**src/rtl/seg_capture.sv**
```systemverilog
// seg_capture: samples a seven-segment bus plus decimal point, waits for the
// pattern to settle, decodes it to a hex digit and reports each newly stable
// pattern once over a VALID/READY handshake.
// Optional build macro: SEG_CAPTURE_ACTIVE_LOW_EN inverts S/DP at the
// synchronizer input for common-anode displays.
//
// state | meaning
// EMPTY | no report pending, watching for a new stable pattern
// FULL  | report pending on VAL/ERR/DPO, waiting for READY
module seg_capture #(
  parameter int STABLE_CYCLES = 4
) (
  input  logic       clk,
  input  logic       rst,
  input  logic [6:0] S,
  input  logic       DP,
  input  logic       READY,
  output logic       VALID,
  output logic [3:0] VAL,
  output logic       ERR,
  output logic       DPO
);

  localparam logic [7:0] cntMax = 8'(STABLE_CYCLES);

  typedef enum logic {EMPTY, FULL} stateT;

  stateT      state, stateNext;
  logic [7:0] syncIn;
  logic [7:0] s1, s2;
  logic [7:0] cand, last;
  logic [7:0] cnt;
  logic       first;
  logic       load;

  // Inversion sits ahead of s1 so a floating-high active-low bus reads as blank.
`ifdef SEG_CAPTURE_ACTIVE_LOW_EN
  assign syncIn = ~{S, DP};
`else
  assign syncIn = {S, DP};
`endif

  // Returns {err, val} for a segment pattern; unknown patterns decode to 0 with err.
  function automatic logic [4:0] decodeSeg(input logic [6:0] seg);
    logic [4:0] r;
    case (seg)
      7'h7E:   r = 5'h00;
      7'h30:   r = 5'h01;
      7'h6D:   r = 5'h02;
      7'h79:   r = 5'h03;
      7'h33:   r = 5'h04;
      7'h5B:   r = 5'h05;
      7'h5F:   r = 5'h06;
      7'h70:   r = 5'h07;
      7'h7F:   r = 5'h08;
      7'h7B:   r = 5'h09;
      7'h77:   r = 5'h0A;
      7'h1F:   r = 5'h0B;
      7'h4E:   r = 5'h0C;
      7'h3D:   r = 5'h0D;
      7'h4F:   r = 5'h0E;
      7'h47:   r = 5'h0F;
      default: r = 5'h10;
    endcase
    return r;
  endfunction

  // Two-flop synchronizer for the asynchronous display lines.
  always_ff @(posedge clk or posedge rst) begin
    if (rst) begin
      s1 <= 8'h00;
      s2 <= 8'h00;
    end else begin
      s1 <= syncIn;
      s2 <= s1;
    end
  end

  // Stability tracker: restart on any change, otherwise count up to the threshold.
  always_ff @(posedge clk or posedge rst) begin
    if (rst) begin
      cand <= 8'h00;
      cnt  <= 8'h00;
    end else if (s2 != cand) begin
      cand <= s2;
      cnt  <= 8'h00;
    end else if (cnt != cntMax) begin
      cnt  <= cnt + 8'd1;
    end
  end

  // Next-state: report a stable pattern that differs from the last one (or the first after reset).
  always_comb begin
    stateNext = state;
    load      = 1'b0;
    case (state)
      EMPTY: begin
        if (cnt == cntMax && (first || cand != last)) begin
          stateNext = FULL;
          load      = 1'b1;
        end
      end
      FULL: begin
        if (READY) stateNext = EMPTY;
      end
    endcase
  end

  // State register and report registers; report fields only change on load.
  always_ff @(posedge clk or posedge rst) begin
    if (rst) begin
      state <= EMPTY;
      VAL   <= 4'h0;
      ERR   <= 1'b0;
      DPO   <= 1'b0;
      last  <= 8'h00;
      first <= 1'b1;
    end else begin
      state <= stateNext;
      if (load) begin
        {ERR, VAL} <= decodeSeg(cand[7:1]);
        DPO        <= cand[0];
        last       <= cand;
        first      <= 1'b0;
      end
    end
  end

  assign VALID = (state == FULL);

endmodule

```
**config.mk**
```make
export PLATFORM = sky130hd
export DESIGN_NAME = seg_capture
export DESIGN_NICKNAME = d
export VERILOG_FILES = /design/src/rtl/seg_capture.sv
export SDC_FILE = /design/constraint.sdc
export NUM_CORES = 1
export LEC_CHECK = 0
export BUFFER_PORTS_ARGS = -buffer_cell sky130_fd_sc_hd__clkbuf_2
export CAP_MARGIN = 20
export CORE_UTILIZATION = 38
export CTS_CLUSTER_DIAMETER = 30
export CTS_CLUSTER_SIZE = 12
export DETAILED_ROUTE_END_ITERATION = 8
export PLACE_DENSITY = 0.66
export SYNTH_ARGS = -nofsm -noshare
export SYNTH_HDL_FRONTEND = slang
export SYNTH_SLANG_ARGS = --single-unit
export TNS_END_PERCENT = 100
```
**constraint.sdc**
```tcl
create_clock -name clk -period 2 [get_ports clk]
set_input_delay 0.1 -clock clk [delete_from_list [all_inputs] [get_ports clk]]
set_output_delay 0.1 -clock clk [all_outputs]
set_load 0.01 [all_outputs]
```
### After elaboration in Yosys (flattened, before gate mapping)

Cells that the tools add are included.
Widths: inputs -> output; s select.

| word-level totals | value |
|---|---|
| register bits | 48 |
| bits of input ports | 11 |
| output and inout port bits | 7 |
| word-level logic and storage cells | 42 |

| operators by class | value |
|---|---|
| $add $sub $neg | 1 |
| equal/unequal tests | 20 |
| muxes and demuxes | 7 |
| bitwise gates (word level) | 1 |
| reductions and logical operators | 3 |

Operators by type and width:

| kind | count |
|---|---|
| $eq 7x7->1 const B | 12 |
| $pmux 5 s16 | 1 |
| $eq 7x6->1 const B | 3 |
| $mux 8 | 2 |
| $ne 8x8->1 | 2 |
| $add 8x1->8 const B | 1 |
| $eq 8x3->1 const B | 1 |
| $ne 8x3->1 const B | 1 |
| $eq 7x5->1 const B | 1 |
| $mux 1 | 3 |
| $pmux 1 s2 | 1 |
| $reduce_bool 2->1 | 1 |
| $logic_and 1x1->1 | 1 |
| $logic_or 1x1->1 | 1 |
| $not 1->1 | 1 |

### Depth between registers and ports, before layout

| logic depth | value |
|---|---|
| depth in word-level cells | 5 |
| depth in mapped cells | 7 |
| mapped depth without buffers | 6 |

### Least setup slack after synthesis

OpenSTA, ideal clock, no wires.

| timing | value |
|---|---|
| path type | register -> register |
| start | register cnt[5] |
| end | register VAL[3] |
| setup time | 0.125 ns |
| arrival | 1.806 ns |
| required time | 1.875 ns |
| path slack | 0.069 ns |
| cell stages (with the launch flop) | 6 |
| path buffers | 1 |
| period minus slack after synthesis | 1.931 ns |
| cells stage by stage | dfrtp_1 -> nor4b_4 -> nand3_4 -> a311oi_4 -> buf_6 -> mux2_2 |

| between the ends | value |
|---|---|
| cells in the longest elaborated chain, start to end | 4 |

Ends and longest elaborated chain:

| element | line | RTL |
|---|---|---|
| start, declared | 32 | `logic [7:0] cnt;` |
| start signal, assigned | 88 | `cnt <= cnt + 8'd1;` |
| $eq 8x3->1 | 98 | `if (cnt == cntMax && (first \|\| cand != last)) begin` |
| $logic_and 1x1->1 | 98 |  |
| $mux 1 | 98 |  |
| $mux 1 | 96 | `case (state)` |
| end signal, assigned | 121 | `{ERR, VAL} <= decodeSeg(cand[7:1]);` |
| end, declared | 19 | `output logic [3:0] VAL,` |

Every way passes these cells.
A chain may end at the register's enable or synchronous reset.

### Worst setup path in the final report

| timing | value |
|---|---|
| start | register cnt[5] |
| end | register last[6] |

| between the ends | value |
|---|---|
| cells in the longest elaborated chain, start to end | 4 |

Ends and longest elaborated chain:

| element | line | RTL |
|---|---|---|
| $eq 8x3->1 | 98 |  |
| $logic_and 1x1->1 | 98 |  |
| $mux 1 | 98 |  |
| $mux 1 | 96 |  |
| end signal, assigned | 123 | `last <= cand;` |
| end, declared | 31 | `logic [7:0] cand, last;` |

Every way passes these cells.

==> results.sh <==
export IMPL_status="finished, final reports clean"
export IMPL_coreArea_um2=5270
export IMPL_stdcell_count=287
export IMPL_power_density_nw_per_um2=671.3
export IMPL_slew_headroom=0.6905
export IMPL_mostFrequentLayoutCells="dfrtp_1, xor2_1, nor2_1, clkbuf_2, mux2_2"
export IMPL_post_cts_buffers=0
export IMPL_ys_flop_type="dfrtp_1"
export IMPL_synth_distinct_cells=37
export IMPL_drive_gt1_frac=0.2442
export IMPL_setup_viol=0
export IMPL_netlist_area_um2=2136
export IMPL_num_rows=26
export IMPL_grt_max_degree=27
export IMPL_synthArstFlopShare=1.000
export IMPL_drc=0
export IMPL_cts_root_buf="clkbuf_8"
export IMPL_critical_path_class="reg -> reg"
export IMPL_cp_slowest_cell="dfrtp_1"
export IMPL_numCtsBuffers=5
export IMPL_multi_input_area_um2=852.1
export IMPL_antenna_left=0
export IMPL_ys_seq_area_frac=0.5513
export IMPL_via_per_inst=4.871
export IMPL_grtUsageTotal=0.1402
export IMPL_final_common_cell="dfrtp_1"
export IMPL_dpl_cell_area_um2=2331
export IMPL_fillCellCount=504
export IMPL_power_leakage_nw=1.133
export IMPL_timing_rr_start="cnt[5]"
export IMPL_worstPathCellList="nor4b_4 -> nand3_4 -> a311oi_4 -> buf_12 -> mux2_2"
export IMPL_grt_ovfl_total=0
export IMPL_path_max_fanout=15
export IMPL_final_cell_area_um2=2521
export IMPL_grt_pass1_vias=1371
export IMPL_fin_skew_ns=0.007520
export IMPL_dieArea_um2=5924
export IMPL_syn_avg_cell_area_um2=11.24
export IMPL_die_width_um=76.97
export IMPL_crit_path_start_kind="flop"
export IMPL_timing_max_cap_violations=0
export IMPL_fin_crit_sh=0.9284
export IMPL_r2r_cells=5
export IMPL_finalCriticalPeriod_ns=1.857
export IMPL_gp_congestion=0.7926
export IMPL_cts_tree="built"
export IMPL_slew_viol_final=0
export IMPL_routedWlPerCell_um=12.74
export IMPL_worst_setup_path_end_kind="flop"
export IMPL_cp_arrival_ns=2.04
export IMPL_crit_start="cnt[5]"
export IMPL_peakVddDrop_mv=0.4127
export IMPL_cts_max_level=2
export IMPL_insertion_delay_ns=0.30
export IMPL_ys_seq_elements=47
export IMPL_cts_resized=0
export IMPL_hold_viol_final=0
export IMPL_grt_first_pass_wirelength_um=6396
export IMPL_rsz0062_at_grt="false"
export IMPL_antenna_found_initial=0
export IMPL_hold_class="in -> async"
export IMPL_drt_wl_total_um=3655
export IMPL_dp_hpwl_um=2496
export IMPL_cts_num_sinks=47
export IMPL_critPathRequiredTime_ns=2.18
export IMPL_drt_iter0_drc=108
export IMPL_tns_ns=0
export IMPL_initial_utilization=0.4053
export IMPL_register_area_um2=1177
export IMPL_area_growth_pct=18.04
export IMPL_tightest_slew_ns=0.4636
export IMPL_synth_area_leader_cell="dfrtp_1"
export IMPL_synth_edff_count=0
export IMPL_ys_warn_count=0
export IMPL_synthCells=190
export IMPL_dp_cells=269
export IMPL_n_antenna_cell=0
export IMPL_syn_nets=203
export IMPL_fmax_mhz=538.6
export IMPL_cts_path_max_buffers=2
export IMPL_cts_clk_slew_worst_paths_ns=0.09
export IMPL_num_vias=1398
export IMPL_ios=18
export IMPL_die_y_um=76.97
export IMPL_first_pass_iters=5
export IMPL_io_buffers=17
export IMPL_r2r_setup_slack_ns=0.14
export IMPL_synth_top_area_share=0.5390
export IMPL_finalNetCount=229
export IMPL_cts_hold_buf=10
export IMPL_max_stage_delay_ns=0.44
export IMPL_ys_top_cells_by_area="dfrtp_1, xor2_1, mux2_2"
[layer usage]
| metal | part of all wire | vias up | wire length, um | global-route usage |
|---|---|---|---|---|
| li1 | - | 689 | - | - |
| met1 | 0.48 | 669 | 1751 | 0.1878 |
| met3 | 0.036 | 7 | 132 | 0.03571 |
| met2 | 0.46 | 33 | 1696 | 0.2071 |
| met4 | 0.020 | 0 | 74 | 0.07547 |
| met5 | 0 | - | 0 | 0 |
[per-stage QoR]
step / utilization / setup WS [ns] / power, mW / hold slack, ns
final: 0.4784 / 0.1432 / 1.692 / 0.3410
after global routing: 0.4784 / 0.05283 / 1.793 / 0.3632
after CTS: 0.4784 / 0.1170 / 1.730 / 0.3483
after detailed placement: 0.4423 / 0.1298 / 1.130 / 0.1291
after global placement: 0.4423 / 0.1925 / 1.127 / 0.1300
after floorplan: - / 0.06905 / 1.091 / 0.1314
[worst paths after layout]
check | endpoint
min in group clk | s2[2]
max in group asynchronous | first
worst min-delay path | s1[2]
worst max register to register | last[6]
worst max-delay path | last[6]
worst min register to register | s2[2]
[cell type report]
class | count | share of cell area
clock buffer | 6 | 0.02878
clock inverter | 2 | 0.006948
inverter | 7 | 0.01141
multi-input combinational | 118 | 0.3380
sequential | 47 | 0.4670
tap | 70 | 0.03474
timing repair buffer | 37 | 0.1132
[cell families (layout without fill, tap and decap cells)]
kind of cell    after synthesis  after routing  synth area share
simple gates                 59             59            0.1547
mux                          11             11           0.05800
fa+ha+maj                     2              2           0.01171
compound gates               22             22           0.07616
xor+xnor                     24             24           0.09842
buf+inv                      25             52           0.04979
flops                        47             47            0.5513
[report_power, final]
group / internal (mW) / switching [mW] / total [mW] / leakage [nW]
combinational: 0.0598 / 0.0756 / 0.135 / 0.490
clock: 0.251 / 0.317 / 0.568 / 0.0454
sequential: 0.974 / 0.0148 / 0.989 / 0.597
total: 1.29 / 0.407 / 1.69 / 1.13
[critical path: cells and delay by family, from the launching register on]
kind / cells / cell delay (ns)
AO/OA/AOI/OAI: 1 / 0.32
multiplexers: 1 / 0.34
AND/OR/NAND/NOR: 2 / 0.45
flip-flops: 1 / 0.44
buffers and inverters: 1 / 0.19
[synth_stat cells, types with 2 or more instances]
master,number
mux2_2,11
o21ai_0,6
inv_1,6
xnor2_1,2
nor2_1,20
nor4_1,4
xor2_1,22
a31oi_1,4
clkbuf_1,15
nand3_1,9
nand2b_1,3
nand3b_1,3
and3_1,2
buf_2,2
nor3_1,5
dfrtp_1,46
a21oi_1,4
nand2_1,6
ha_1,2
[flip-flops by register name, summed over array words and instances, names as in the netlist]
name,cells
VALID,1
VAL,4
s1,8
last,8
first,1
ERR,1
cand,8
cnt,8
s2,8
No activity file was read; power rests on OpenSTA's default activity.
